==> src/rtl/sram_loader_pkg.sv <==
// Shared types and constants for the SRAM boot loader.
// CSUM states exist only when SRAM_LOADER_CHECKSUM_EN is defined.
package sram_loader_pkg;

  localparam int MAX_WORDS = 256;
  localparam int PAGE_W    = 8;
  localparam int WORD_W    = 16;

  typedef enum logic [3:0] {
    ST_IDLE    = 4'd0,
    ST_LEN_HI  = 4'd1,
    ST_LEN_LO  = 4'd2,
    ST_DATA_HI = 4'd3,
    ST_DATA_LO = 4'd4,
    ST_WRITE   = 4'd5,
    ST_HOLD    = 4'd6,
`ifdef SRAM_LOADER_CHECKSUM_EN
    ST_CSUM_HI = 4'd7,
    ST_CSUM_LO = 4'd8,
`endif
    ST_DONE    = 4'd9,
    ST_ERROR   = 4'd10
  } state_e;

  function automatic logic takes_byte(input state_e s);
    logic r;
    case (s)
      ST_LEN_HI, ST_LEN_LO, ST_DATA_HI, ST_DATA_LO: r = 1'b1;
`ifdef SRAM_LOADER_CHECKSUM_EN
      ST_CSUM_HI, ST_CSUM_LO: r = 1'b1;
`endif
      default: r = 1'b0;
    endcase
    return r;
  endfunction

  function automatic logic is_busy(input state_e s);
    logic r;
    case (s)
      ST_IDLE, ST_DONE, ST_ERROR: r = 1'b0;
      default: r = 1'b1;
    endcase
    return r;
  endfunction

endpackage

==> src/rtl/sram_loader_if.sv <==
// Byte-stream input and SRAM write bus of the loader.
// The loader uses the slave modport; the byte source / SRAM model uses master.
interface sram_loader_if;
  import sram_loader_pkg::*;

  logic [7:0]        rx_data;
  logic              rx_valid;
  logic              rx_ready;
  logic [WORD_W-1:0] SRAM_ADDR;
  logic [WORD_W-1:0] SRAM_DATA;
  logic              SRAM_WE;

  modport slave (
    input  rx_data, rx_valid,
    output rx_ready, SRAM_ADDR, SRAM_DATA, SRAM_WE
  );

  modport master (
    output rx_data, rx_valid,
    input  rx_ready, SRAM_ADDR, SRAM_DATA, SRAM_WE
  );
endinterface

==> src/rtl/sram_write_strobe.sv <==
// WRITE/HOLD sequencer: WE high for WE_CYCLES cycles after start_i, then one
// hold cycle flagged by done_o. last_o marks the final WE cycle.
module sram_write_strobe #(
  parameter int WE_CYCLES = 1
) (
  input  logic clk,
  input  logic reset,
  input  logic start_i,
  output logic we_o,
  output logic last_o,
  output logic done_o
);
  logic [3:0] cnt_q;
  logic       we_q;
  logic       hold_q;

  // Strobe counter: load on start, count down while WE is high, then one hold cycle.
  always_ff @(posedge clk or posedge reset) begin
    if (reset) begin
      cnt_q  <= 4'd0;
      we_q   <= 1'b0;
      hold_q <= 1'b0;
    end else if (start_i) begin
      cnt_q  <= 4'(WE_CYCLES - 1);
      we_q   <= 1'b1;
      hold_q <= 1'b0;
    end else if (we_q) begin
      if (cnt_q == 4'd0) begin
        we_q   <= 1'b0;
        hold_q <= 1'b1;
      end else begin
        cnt_q <= cnt_q - 4'd1;
      end
    end else begin
      hold_q <= 1'b0;
    end
  end

  assign we_o   = we_q;
  assign last_o = we_q && (cnt_q == 4'd0);
  assign done_o = hold_q;
endmodule

==> src/rtl/sram_loader.sv <==
// Boot loader: length word + N big-endian data words -> one SRAM page, then go.
// Define SRAM_LOADER_CHECKSUM_EN to require a trailing 16-bit sum of the data.
module sram_loader
  import sram_loader_pkg::*;
#(
  parameter int WE_CYCLES = 1,
  parameter int TIMEOUT   = 0
) (
  input  logic              clk,
  input  logic              reset,
  input  logic              start,
  input  logic [PAGE_W-1:0] page,
  sram_loader_if.slave      bus,
  output logic              go,
  output logic              busy,
  output logic              error,
  output logic [8:0]        words_written
);
  state_e            state_q, state_d;
  logic [PAGE_W-1:0] page_q, page_d;
  logic [8:0]        ww_q, ww_d;
  logic [8:0]        len_q, len_d;
  logic [7:0]        hi_q, hi_d;
  logic [WORD_W-1:0] addr_q, addr_d;
  logic [WORD_W-1:0] data_q, data_d;
  logic [31:0]       idle_q, idle_d;
  logic              ready_q, busy_q, err_q, go_q;
  logic              accept_s, wr_start_s, wr_last_s, wr_done_s, we_s;
  logic [WORD_W-1:0] word_s;
`ifdef SRAM_LOADER_CHECKSUM_EN
  logic [WORD_W-1:0] sum_q, sum_d;
`endif

  assign accept_s = bus.rx_valid && ready_q;
  assign word_s   = {hi_q, bus.rx_data};

  sram_write_strobe #(.WE_CYCLES(WE_CYCLES)) u_strobe (
    .clk    (clk),
    .reset  (reset),
    .start_i(wr_start_s),
    .we_o   (we_s),
    .last_o (wr_last_s),
    .done_o (wr_done_s)
  );

  // Next-state logic for the load sequence and the inter-byte timeout.
  always_comb begin
    state_d    = state_q;
    page_d     = page_q;
    ww_d       = ww_q;
    len_d      = len_q;
    hi_d       = hi_q;
    addr_d     = addr_q;
    data_d     = data_q;
    idle_d     = idle_q;
    wr_start_s = 1'b0;
`ifdef SRAM_LOADER_CHECKSUM_EN
    sum_d      = sum_q;
`endif
    case (state_q)
      ST_IDLE, ST_ERROR: begin
        if (start) begin
          state_d = ST_LEN_HI;
          page_d  = page;
          ww_d    = 9'd0;
`ifdef SRAM_LOADER_CHECKSUM_EN
          sum_d   = 16'd0;
`endif
        end else begin
          state_d = state_q;
        end
      end
      ST_LEN_HI, ST_DATA_HI: begin
        if (accept_s) begin
          hi_d    = bus.rx_data;
          state_d = (state_q == ST_LEN_HI) ? ST_LEN_LO : ST_DATA_LO;
        end else begin
          state_d = state_q;
        end
      end
      ST_LEN_LO: begin
        if (accept_s) begin
          if ((word_s != 16'd0) && (word_s <= 16'(MAX_WORDS))) begin
            len_d   = word_s[8:0];
            state_d = ST_DATA_HI;
          end else begin
            state_d = ST_ERROR;
          end
        end else begin
          state_d = state_q;
        end
      end
      ST_DATA_LO: begin
        if (accept_s) begin
          state_d    = ST_WRITE;
          wr_start_s = 1'b1;
          addr_d     = {page_q, ww_q[7:0]};
          data_d     = word_s;
`ifdef SRAM_LOADER_CHECKSUM_EN
          sum_d      = sum_q + word_s;
`endif
        end else begin
          state_d = state_q;
        end
      end
      ST_WRITE: begin
        if (wr_last_s) state_d = ST_HOLD;
        else           state_d = ST_WRITE;
      end
      ST_HOLD: begin
        if (wr_done_s) begin
          ww_d   = ww_q + 9'd1;
          addr_d = 16'd0;
          data_d = 16'd0;
          if (ww_q + 9'd1 == len_q) begin
`ifdef SRAM_LOADER_CHECKSUM_EN
            state_d = ST_CSUM_HI;
`else
            state_d = ST_DONE;
`endif
          end else begin
            state_d = ST_DATA_HI;
          end
        end else begin
          state_d = ST_HOLD;
        end
      end
`ifdef SRAM_LOADER_CHECKSUM_EN
      ST_CSUM_HI: begin
        if (accept_s) begin
          hi_d    = bus.rx_data;
          state_d = ST_CSUM_LO;
        end else begin
          state_d = state_q;
        end
      end
      ST_CSUM_LO: begin
        if (accept_s) state_d = (word_s == sum_q) ? ST_DONE : ST_ERROR;
        else          state_d = state_q;
      end
`endif
      ST_DONE: state_d = ST_IDLE;
      default: state_d = ST_IDLE;
    endcase

    // Idle counter only runs while waiting for a byte; WRITE/HOLD reset it.
    if ((TIMEOUT > 0) && takes_byte(state_q)) begin
      if (accept_s) begin
        idle_d = 32'd0;
      end else if (idle_q == 32'(TIMEOUT - 1)) begin
        idle_d  = 32'd0;
        state_d = ST_ERROR;
      end else begin
        idle_d = idle_q + 32'd1;
      end
    end else begin
      idle_d = 32'd0;
    end
  end

  // State, datapath and outputs; outputs are decoded from the next state so they align with it.
  always_ff @(posedge clk or posedge reset) begin
    if (reset) begin
      state_q <= ST_IDLE;
      page_q  <= 8'd0;
      ww_q    <= 9'd0;
      len_q   <= 9'd0;
      hi_q    <= 8'd0;
      addr_q  <= 16'd0;
      data_q  <= 16'd0;
      idle_q  <= 32'd0;
      ready_q <= 1'b0;
      busy_q  <= 1'b0;
      err_q   <= 1'b0;
      go_q    <= 1'b0;
`ifdef SRAM_LOADER_CHECKSUM_EN
      sum_q   <= 16'd0;
`endif
    end else begin
      state_q <= state_d;
      page_q  <= page_d;
      ww_q    <= ww_d;
      len_q   <= len_d;
      hi_q    <= hi_d;
      addr_q  <= addr_d;
      data_q  <= data_d;
      idle_q  <= idle_d;
      ready_q <= takes_byte(state_d);
      busy_q  <= is_busy(state_d);
      err_q   <= (state_d == ST_ERROR);
      go_q    <= (state_d == ST_DONE);
`ifdef SRAM_LOADER_CHECKSUM_EN
      sum_q   <= sum_d;
`endif
    end
  end

  assign bus.rx_ready  = ready_q;
  assign bus.SRAM_ADDR = addr_q;
  assign bus.SRAM_DATA = data_q;
  assign bus.SRAM_WE   = we_s;
  assign go            = go_q;
  assign busy          = busy_q;
  assign error         = err_q;
  assign words_written = ww_q;
endmodule

==> src/flat_wrapper.sv <==
// flat-port wrapper written by rule: the top's interface ports become plain ports
module sram_loader_flat import sram_loader_pkg::*;
#(
  parameter int WE_CYCLES = 1,
  parameter int TIMEOUT   = 0
)
  (clk, reset, start, page, go, busy, error, words_written, bus_rx_data, bus_rx_valid, bus_rx_ready, bus_SRAM_ADDR, bus_SRAM_DATA, bus_SRAM_WE);
  sram_loader_if bus_i ();
  input  logic clk;
  input  logic reset;
  input  logic start;
  input  logic [PAGE_W-1:0] page;
  output logic go;
  output logic busy;
  output logic error;
  output logic [8:0] words_written;
  input wire logic [$bits(bus_i.rx_data)-1:0] bus_rx_data;
  input wire logic [$bits(bus_i.rx_valid)-1:0] bus_rx_valid;
  output wire logic [$bits(bus_i.rx_ready)-1:0] bus_rx_ready;
  output wire logic [$bits(bus_i.SRAM_ADDR)-1:0] bus_SRAM_ADDR;
  output wire logic [$bits(bus_i.SRAM_DATA)-1:0] bus_SRAM_DATA;
  output wire logic [$bits(bus_i.SRAM_WE)-1:0] bus_SRAM_WE;
  assign bus_i.rx_data = bus_rx_data;
  assign bus_i.rx_valid = bus_rx_valid;
  assign bus_rx_ready = bus_i.rx_ready;
  assign bus_SRAM_ADDR = bus_i.SRAM_ADDR;
  assign bus_SRAM_DATA = bus_i.SRAM_DATA;
  assign bus_SRAM_WE = bus_i.SRAM_WE;
  sram_loader #(.WE_CYCLES(WE_CYCLES), .TIMEOUT(TIMEOUT)) u_core (.clk(clk), .reset(reset), .start(start), .page(page), .bus(bus_i), .go(go), .busy(busy), .error(error), .words_written(words_written));
endmodule
==> config.mk <==
export PLATFORM = sky130hd
export DESIGN_NAME = sram_loader_flat
export DESIGN_NICKNAME = d
export VERILOG_FILES = /design/src/rtl/sram_loader_pkg.sv /design/src/rtl/sram_loader_if.sv /design/src/rtl/sram_write_strobe.sv /design/src/rtl/sram_loader.sv /design/src/flat_wrapper.sv
export SDC_FILE = /design/constraint.sdc
export NUM_CORES = 1
export LEC_CHECK = 0
export CORE_MARGIN = 5
export CORE_UTILIZATION = 50
export CTS_BUF_LIST = sky130_fd_sc_hd__clkbuf_2
export CTS_CLUSTER_SIZE = 20
export DETAILED_ROUTE_END_ITERATION = 10
export PLACE_DENSITY = 0.75
export SLEW_MARGIN = 25
export SYNTH_ARGS = -nofsm -noshare
export SYNTH_HDL_FRONTEND = slang
export SYNTH_SLANG_ARGS = --single-unit
==> constraint.sdc <==
create_clock -name clk -period 4.77 [get_ports clk]
set_input_delay 0.7155 -clock clk [delete_from_list [all_inputs] [get_ports clk]]
set_output_delay 0.7155 -clock clk [all_outputs]
set_load 0.02 [all_outputs]
### Word level (Yosys, flattened, before mapping)

Index checks and enable logic that the tools add are counted.

* flip-flop bits (word level): 80
* input bits: 20
* word-level logic and storage cells: 87

* $add $sub $neg: 2
* magnitude comparators: 1
* eq/ne operators: 19
* multiplexer cells: 31
* reduce and logical (&&, ||, !) cells: 20

Operator list (count)
* case mux 16 bit (2 select lines): 2
* 2-to-1 mux 16 bit: 3
* 2-to-1 mux 4 bit: 10
* case mux 4 bit (6 select lines): 1
* 2-to-1 mux 9 bit: 2
* case mux 9 bit (2 select lines): 1
* == test 4 x 2 -> 1 bit, second input constant: 4
* == test 4 x 3 -> 1 bit, second input constant: 4
* <= comparator 16 x 9 -> 1 bit, second input constant: 1
* nonzero test 16 bit: 1
* == test 4 bit, second input constant: 3
* logical NOT 4 bit: 3
* 2-to-1 mux 1 bit: 10
* adder 9 x 1 -> 9 bit, second input constant: 1
* == test 9 bit: 1
* AND reduction 3 bit: 3
* == test 4 x 1 -> 1 bit, second input constant: 2
* != test 2 bit, second input constant: 3
* AND reduction 2 bit: 3
* nonzero test 2 bit: 3
* OR reduction 2 bit: 2
* OR reduction 4 bit: 1
* subtractor 4 x 1 -> 4 bit, second input constant: 1
* logical AND 1 bit: 3
* 5 further kinds: 5

### Longest topological paths before layout

Gate-level depths: netlist (run 1).

* depth in word-level cells: 8
* depth in mapped cells: 8
* gate-level depth less buffers: 8

### Cells and area by module

From an unflattened synthesis (run 1), not the netlist that was laid out.

* cell total of the unflattened synthesis: 318
* area total of the unflattened synthesis: 3676.0 µm²

Modules (own cells, without submodules)
* sram_loader: times used 1, cells an instance 284, area each 3344.5 µm²
* sram_write_strobe: times used 1, cells an instance 34, area each 331.6 µm²

### Worst setup path after synthesis (run 1)

Ideal clock, no wire load.

* path type: register to register
* start: register u_core.ww_q[0] (netlist: u_core.words_written[0])
* end: register u_core.busy_q (netlist: u_core.busy)
* setup time: 132 ps
* arrival: 2069 ps
* slack: 2568 ps
* stages on the path, launching flop included: 8
* path buffers: 0
* period minus slack after synthesis: 2202 ps
* path through: dfrtp_1 > ha_1 > nand3_1 > or4b_1 > o211a_1 > o22a_1 > nor4_4 > nor3_1

* longest elaborated chain between the ends: 8

Ends and longest elaborated chain
* from (decl): RTL line sram_loader.sv:21 `logic [8:0] ww_q, ww_d;`
* from (signal assigned): RTL line sram_loader.sv:182 `ww_q <= ww_d;`
* adder 9 x 1 -> 9 bit *: RTL line sram_loader.sv:115 `if (ww_q + 9'd1 == len_q) begin`
* == test 9 bit *: RTL line sram_loader.sv:115
* 2-to-1 mux 4 bit *: RTL line sram_loader.sv:115
* 2-to-1 mux 4 bit *: RTL line sram_loader.sv:111 `if (wr_done_s) begin`
* case mux 4 bit (6 select lines) *: RTL line sram_loader.sv:60 `case (state_q)`
* == test 4 bit or logical NOT 4 bit (tied branches): RTL line sram_loader_pkg.sv:39 `case (s)`
* OR reduction 3 bit *: RTL line sram_loader_pkg.sv:39
* 2-to-1 mux 1 bit *: RTL line sram_loader_pkg.sv:39
* to (signal assigned): RTL line sram_loader.sv:189 `busy_q <= is_busy(state_d);`
* to (decl): RTL line sram_loader.sv:27 `logic ready_q, busy_q, err_q, go_q;`

Mark *: on every way between the ends. The rest lies on a longest branch, timed or not.
A chain may end at the register's enable or synchronous reset.

### Final worst setup path (run 1)

* start: register u_core.state_q[3]
* end: register u_core.ready_q (netlist: u_core.bus.rx_ready)

* longest elaborated chain between the ends: 7

Ends and longest elaborated chain
* from (decl): RTL line sram_loader.sv:19 `state_e state_q, state_d;`
* from (signal assigned): RTL line sram_loader.sv:180 `state_q <= state_d;`
* == test 4 x 1 -> 1 bit: RTL line sram_loader.sv:60, sram_loader.sv:76
* 2-to-1 mux 3 bit: RTL line sram_loader.sv:76 `state_d = (state_q == ST_LEN_HI) ? ST_LEN_LO : ST_DATA_LO;`
* 2-to-1 mux 4 bit: RTL line sram_loader.sv:74 `if (accept_s) begin`
* case mux 4 bit (6 select lines) *: RTL line sram_loader.sv:60
* == test 4 x 1 -> 1 bit (tied with other cells): RTL line sram_loader_pkg.sv:27 `case (s)`
* OR reduction 4 bit *: RTL line sram_loader_pkg.sv:27
* 2-to-1 mux 1 bit *: RTL line sram_loader_pkg.sv:27
* to (signal assigned): RTL line sram_loader.sv:188 `ready_q <= takes_byte(state_d);`
* to (decl): RTL line sram_loader.sv:27

Marks and branches as above.

==> results of run 1 <==
==> worst max path at each step <==
stage               cells past startpoint  slack (ns)                       to               startpoint
detailed placement                      7        1.84      u_core.bus.rx_ready           bus_rx_data[4]
global placement                        7        1.92      u_core.bus.rx_ready           bus_rx_data[4]
finish                                  6        2.20      u_core.bus.rx_ready        u_core.state_q[3]
global route                            6        2.04      u_core.bus.rx_ready        u_core.state_q[3]
floorplan                               1        2.00  u_core.bus.SRAM_ADDR[0]                    reset
CTS                                     1        2.19         words_written[5]  u_core.words_written[5]
==> cells in the final DEF, fill, tap and decap left out, drive strengths merged, types with 4 or more instances in the layout <==
cell / n
dfrtp: 80
clkdlybuf4s50: 65
a22o: 32
mux2: 25
nor2: 16
nand2: 13
inv: 13
xnor2: 11
o21ai: 11
clkbuf: 10
nand3: 9
a21oi: 7
and3: 6
o31ai: 6
nor3: 6
xor2: 6
buf: 5
nor4: 4
clkinv: 4
==> report_power, final <==
group	switching, W	leakage, nW	total, W	internal (W)
Clock	0.000246	0.0725	0.000372	0.000126
Sequential	0.000186	1.04	0.00109	0.000903
Combinational	0.000443	0.891	0.000932	0.000489
==> metal layers <==
layer | GRT usage | up-vias | share of wire
met5 | 0 | - | 0
met4 | 0.0757 | 0 | 0.011
met3 | 0.0489 | 7 | 0.066
met2 | 0.304 | 75 | 0.47
met1 | 0.267 | 1313 | 0.45
li1 | - | 1225 | -
==> metrics by stage <==
step / hold WS (ns) / instance area [um^2]
finish: 0.529 / 4460
global route: 0.550 / 4460
CTS: 0.531 / 4460
detailed placement: 0.483 / 4340
global placement: 0.474 / 4340
floorplan: 0.467 / 3630
==> registers in the layout, indices dropped and copies added, names as in the netlist <==
signal / cells
u_core.u_strobe.done_o: 1
u_core.page_q: 8
u_core.bus.rx_ready: 1
u_core.bus.SRAM_DATA: 16
u_core.u_strobe.we_o: 1
u_core.go: 1
u_core.busy: 1
u_core.u_strobe.cnt_q: 4
u_core.bus.SRAM_ADDR: 16
u_core.error: 1
u_core.len_q: 9
u_core.hi_q: 8
u_core.state_q: 4
u_core.words_written: 9
==> final cells by class <==
type                            count  area [um^2]  area share
Inverter                           13         50.0      0.0112
Timing Repair Buffer               70          688       0.154
Clock inverter                      6         68.8      0.0154
Multi-Input combinational cell    190         1480       0.331
Clock buffer                       10         50.0      0.0112
Tap cell                           99          124      0.0278
Sequential cell                    80         2000       0.449
==> critical path, cell delays in order (launching register included) <==
cell and delay, ns:
dfrtp_1 0.61, and4bb_1 0.31, nand2_1 0.36, nand2_1 0.32, nand4b_1 0.30, or3_1 0.36, a221oi_2 0.24
==> cell families after synthesis <==
family          count (synthesis)  share of synthesized area
mux                            27                     0.0831
compound gates                 68                      0.147
simple gates                   76                      0.122
flops                          80                      0.552
fa+ha+maj                       2                    0.00690
buf+inv                        32                     0.0431
xor+xnor                       17                     0.0462
==> results.toml, run 1 <==
[timing]
fin_crit_sh = 0.539
tightestPinTransition_ns = 0.683
final.setup.worst_slack_ns = 2.20
setup_violations = 0
rsz0062_at_grt = "no"
setup_tns_ns = 0
hold_violations = 0
final_max_slew_viol_count = 0
slew_headroom = 0.544
min_period_ns = 2.57
finalClockSkew_ns = 0.0228
timing.fmax_ghz = 0.389

[global_routing]
grt_first_pass_wirelength_um = 13700
grt_overflow = 0
antenna_found_initial = 0
grt_max_degree = 42
track_usage = 0.197
grt_pass1_vias = 2725

[cells_and_area]
drive_gt1_frac = 0.165
final_nets = 386
final_util = 0.622
n_fill_cell = 574
finalNonFillerCells = 468
synthToLayoutAreaGrowth_pct = 22.9
diodes = 0

[synthesis]
yosysTopAreaCellShare = 0.552
ys_ff_latch = 80
syn-cell-area_mm2 = 0.00363
syn-mean-instance-area_um2 = 12.0
synth_common_cells = "80 x dfrtp_1, 31 x a22o_1, 25 x mux2_2"
synth_seq_area_share = 0.552
synth-edff-count = 0
yosysUniqueCellTypes = 52
yosysWarnings = 0
syn_nets = 324
synth_area_leaders = "dfrtp_1 55%, mux2_2 7.8%, a22o_1 7.5%"
synth_top_area_cell = "dfrtp_1"
async_flop_share = 1.00
syn-instance-count = 302
synth_most_common_cell = "dfrtp_1"
ys.flop_type = "dfrtp_1"

[setup_path]
end_kind = "register"
cp.required_ns = 5.22
worst_setup_path_start_kind = "register"
r2r_slack_ns = 2.20
crit_fanout = 13
r2r_start = "u_core.state_q[3]"
rr_worst_depth = 6
r2r-end = "u_core.bus.rx_ready"
worst-setup-path-type = "reg2reg"
critical_path_arrival_ns = 3.02

[min_path]
min_to = "u_core.bus.SRAM_ADDR[4]"
whs_path_depth = 1
min_from = "u_core.bus.SRAM_ADDR[4]"
holdCritPathClass = "reg2reg"

[clocking]
postCtsResizedCells = 0
cts_max_path_buffers = 2
postCtsHoldBufs = 0
cts_sinks = 80
htreeDepth = 3
insertion_delay_ns = 0.52
clockRootBuffer = "clkbuf_2"
cts_buffers = 9
cts_tree = "built"
post-cts-setup-buffers = 0
clk_pin_slew_worst_paths_ns = 0.22

[placement]
routabilityCongestion = 0.807
pre_cts_slack_ns = 1.84
place_hpwl_um = 5670
io_buffer_count = 65
dp_cells = 452

[floorplan]
coreArea_mm2 = 0.00718
rows = 31
die_h_um = 95.2
die_area_mm2 = 0.00906
num_io_pins = 66
die_w_um = 95.2
initial_core_util = 0.506

[routing]
via_count = 2620
wire_per_inst_um = 17.2
wl_um = 8060
drc_errors = 0
dr.pass1.iters = 4
via_per_inst = 5.60
ant_nets = 0
dr.first_iter.drc_count = 158

[flow_run]
maxCapViolations = 0

[power]
p_leak_nw = 2.01
power_w = 0.00239
peakVddDrop_mv = 0.306
power.density_mw_per_mm2 = 536

[outcome]
status = "finished clean"
Note: power is estimated with default switching activity, not from simulation.
==> run 2: changes to the inputs <==
==> constraint.sdc (replaced) <==
create_clock -name clk -period 2.6 [get_ports clk]
set_input_delay 0.39 -clock clk [delete_from_list [all_inputs] [get_ports clk]]
set_output_delay 0.39 -clock clk [all_outputs]
set_load 0.02 [all_outputs]
==> run 2 against run 1 <==
Die area stayed put. Final area increased by 2.2%. Combinational power increased by 92%. Largest cell class unchanged. Critical path depth unchanged. Clock-buffer cell count unchanged. Maximum frequency is 14% higher.
==> results.toml, run 2 (synthesis gave the netlist of run 1 again) <==
[global_routing]
antenna_found_initial = 0
grt_pass1_vias = 2695
grt_max_degree = 49
track_usage = 0.200
grt_first_pass_wirelength_um = 13800
grt_overflow = 0

[timing]
final_max_slew_viol_count = 0
fin_crit_sh = 0.866
rsz0062_at_grt = "no"
min_period_ns = 2.25
final.setup.worst_slack_ns = 0.349
finalClockSkew_ns = 0.0207
slew_headroom = 0.401
timing.fmax_ghz = 0.444
hold_violations = 0
tightestPinTransition_ns = 0.898
setup_violations = 0

[floorplan]
die_w_um = 95.2
coreArea_mm2 = 0.00718
die_area_mm2 = 0.00906
die_h_um = 95.2
initial_core_util = 0.506
rows = 31
num_io_pins = 66

[power]
p_leak_nw = 2.06
peakVddDrop_mv = 0.532
power.density_mw_per_mm2 = 962
power_w = 0.00438

[cells_and_area]
most-common-layout-cells = "80 x dfrtp_1, 65 x clkdlybuf4s50_1, 31 x a22o_1"
final_nets = 399
synthToLayoutAreaGrowth_pct = 25.6
diodes = 0
final_common_cell = "dfrtp_1"
drive_gt1_frac = 0.196

[setup_path]
cp.required_ns = 3.07
critical_path_arrival_ns = 2.72
crit_fanout = 18
worst-setup-path-type = "reg2reg"
end_kind = "register"
worst_setup_path_start_kind = "register"

[placement]
io_buffer_count = 65
pre_cts_slack_ns = -0.0707
place_hpwl_um = 5860
routabilityCongestion = 0.858

[routing]
dr.pass1.iters = 4
via_count = 2620
ant_nets = 0
wl_um = 8260
drc_errors = 0
dr.first_iter.drc_count = 195
via_per_inst = 5.45
wire_per_inst_um = 17.2

[outcome]
status = "finished clean"

[clocking]
clockRootBuffer = "clkbuf_2"
htreeDepth = 3
post-cts-setup-buffers = 0
cts_buffers = 9
cts_tree = "built"
cts_max_path_buffers = 2
clk_pin_slew_worst_paths_ns = 0.24
insertion_delay_ns = 0.52
cts_sinks = 80

[min_path]
holdCritPathClass = "in2async"

[flow_run]
maxCapViolations = 0
[run 2: cell types whose count changed in the layout (fill, tap and decap cells not counted)]
| cell | change |
|---|---|
| buf_4 | +12 |
| inv_6 | +2 |
| buf_12 | +1 |
| bufinv_16 | -1 |
| clkinv_2 | -1 |
| clkinv_4 | -1 |
| clkinvlp_4 | +1 |
| nor3b_1 | -1 |
| nor3b_2 | +1 |
[run 2: path summary, 6_finish.rpt]
kind	depth (start not counted)	slack, ns	endpoint	from
max reg2reg	6	0.35	u_core.bus.SRAM_ADDR[11]	u_core.state_q[0]
max in group asynchronous	3	1.75	u_core.busy	reset
min in group clk	2	0.45	u_core.page_q[4]	page[4]
min	2	0.19	u_core.page_q[2]	reset
min reg2reg	1	0.53	u_core.bus.SRAM_ADDR[9]	u_core.page_q[1]
max	6	0.35	u_core.bus.SRAM_ADDR[11]	u_core.state_q[0]
[run 2: critical path, stage by stage, from the launching register on]
cell and delay (ns):
dfrtp_1 0.55, nand2b_1 0.21, or3_4 0.16, nor2_1 0.08, nor2_2 0.69, buf_4 0.35, a22o_1 0.17
[run 2: layout make-up]
type	instances	area (um^2)
fill	582	2620
sequential	80	2000
multi-input combinational	190	1480
timing repair buffer	83	798
tap	99	124
clock buffer	10	50.0
clock inverter	6	50.0
inverter	13	50.0
[run 2: routing by layer]
layer / wire (um) / track usage / vias to the layer above
li1: - / - / 1250
met1: 3830 / 0.272 / 1278
met2: 3790 / 0.301 / 82
met3: 566 / 0.0663 / 10
met4: 78 / 0.0637 / 0
met5: 0 / 0 / -
[run 2: repair_timing]
action,4_1_cts,5_1_grt
endpoints found under the setup margin,0,1
resized for setup,0,1
hold endpoints to repair,0,0
hold buffers,0,0
[run 2: power by group]
part / internal, W / leakage (nW) / switching (W)
clock network: 0.000142 / 0.0595 / 0.000464
logic: 0.000946 / 0.961 / 0.000847
registers: 0.00166 / 1.04 / 0.000327
total: 0.00274 / 2.06 / 0.00164
[run 2: per-stage QoR]
stage | instance area, um^2 | util | hold slack (ns) | instances | TNS [ns]
CTS | 4550 | 0.634 | 0.166 | 481 | 0
global route | 4560 | 0.635 | 0.143 | 481 | 0
detailed placement | 4450 | 0.620 | 0.483 | 465 | -0.0707
global placement | 4450 | 0.620 | 0.475 | 465 | -0.0115
floorplan | 3630 | - | 0.467 | 302 | 0
finish | 4560 | 0.635 | 0.186 | 481 | 0
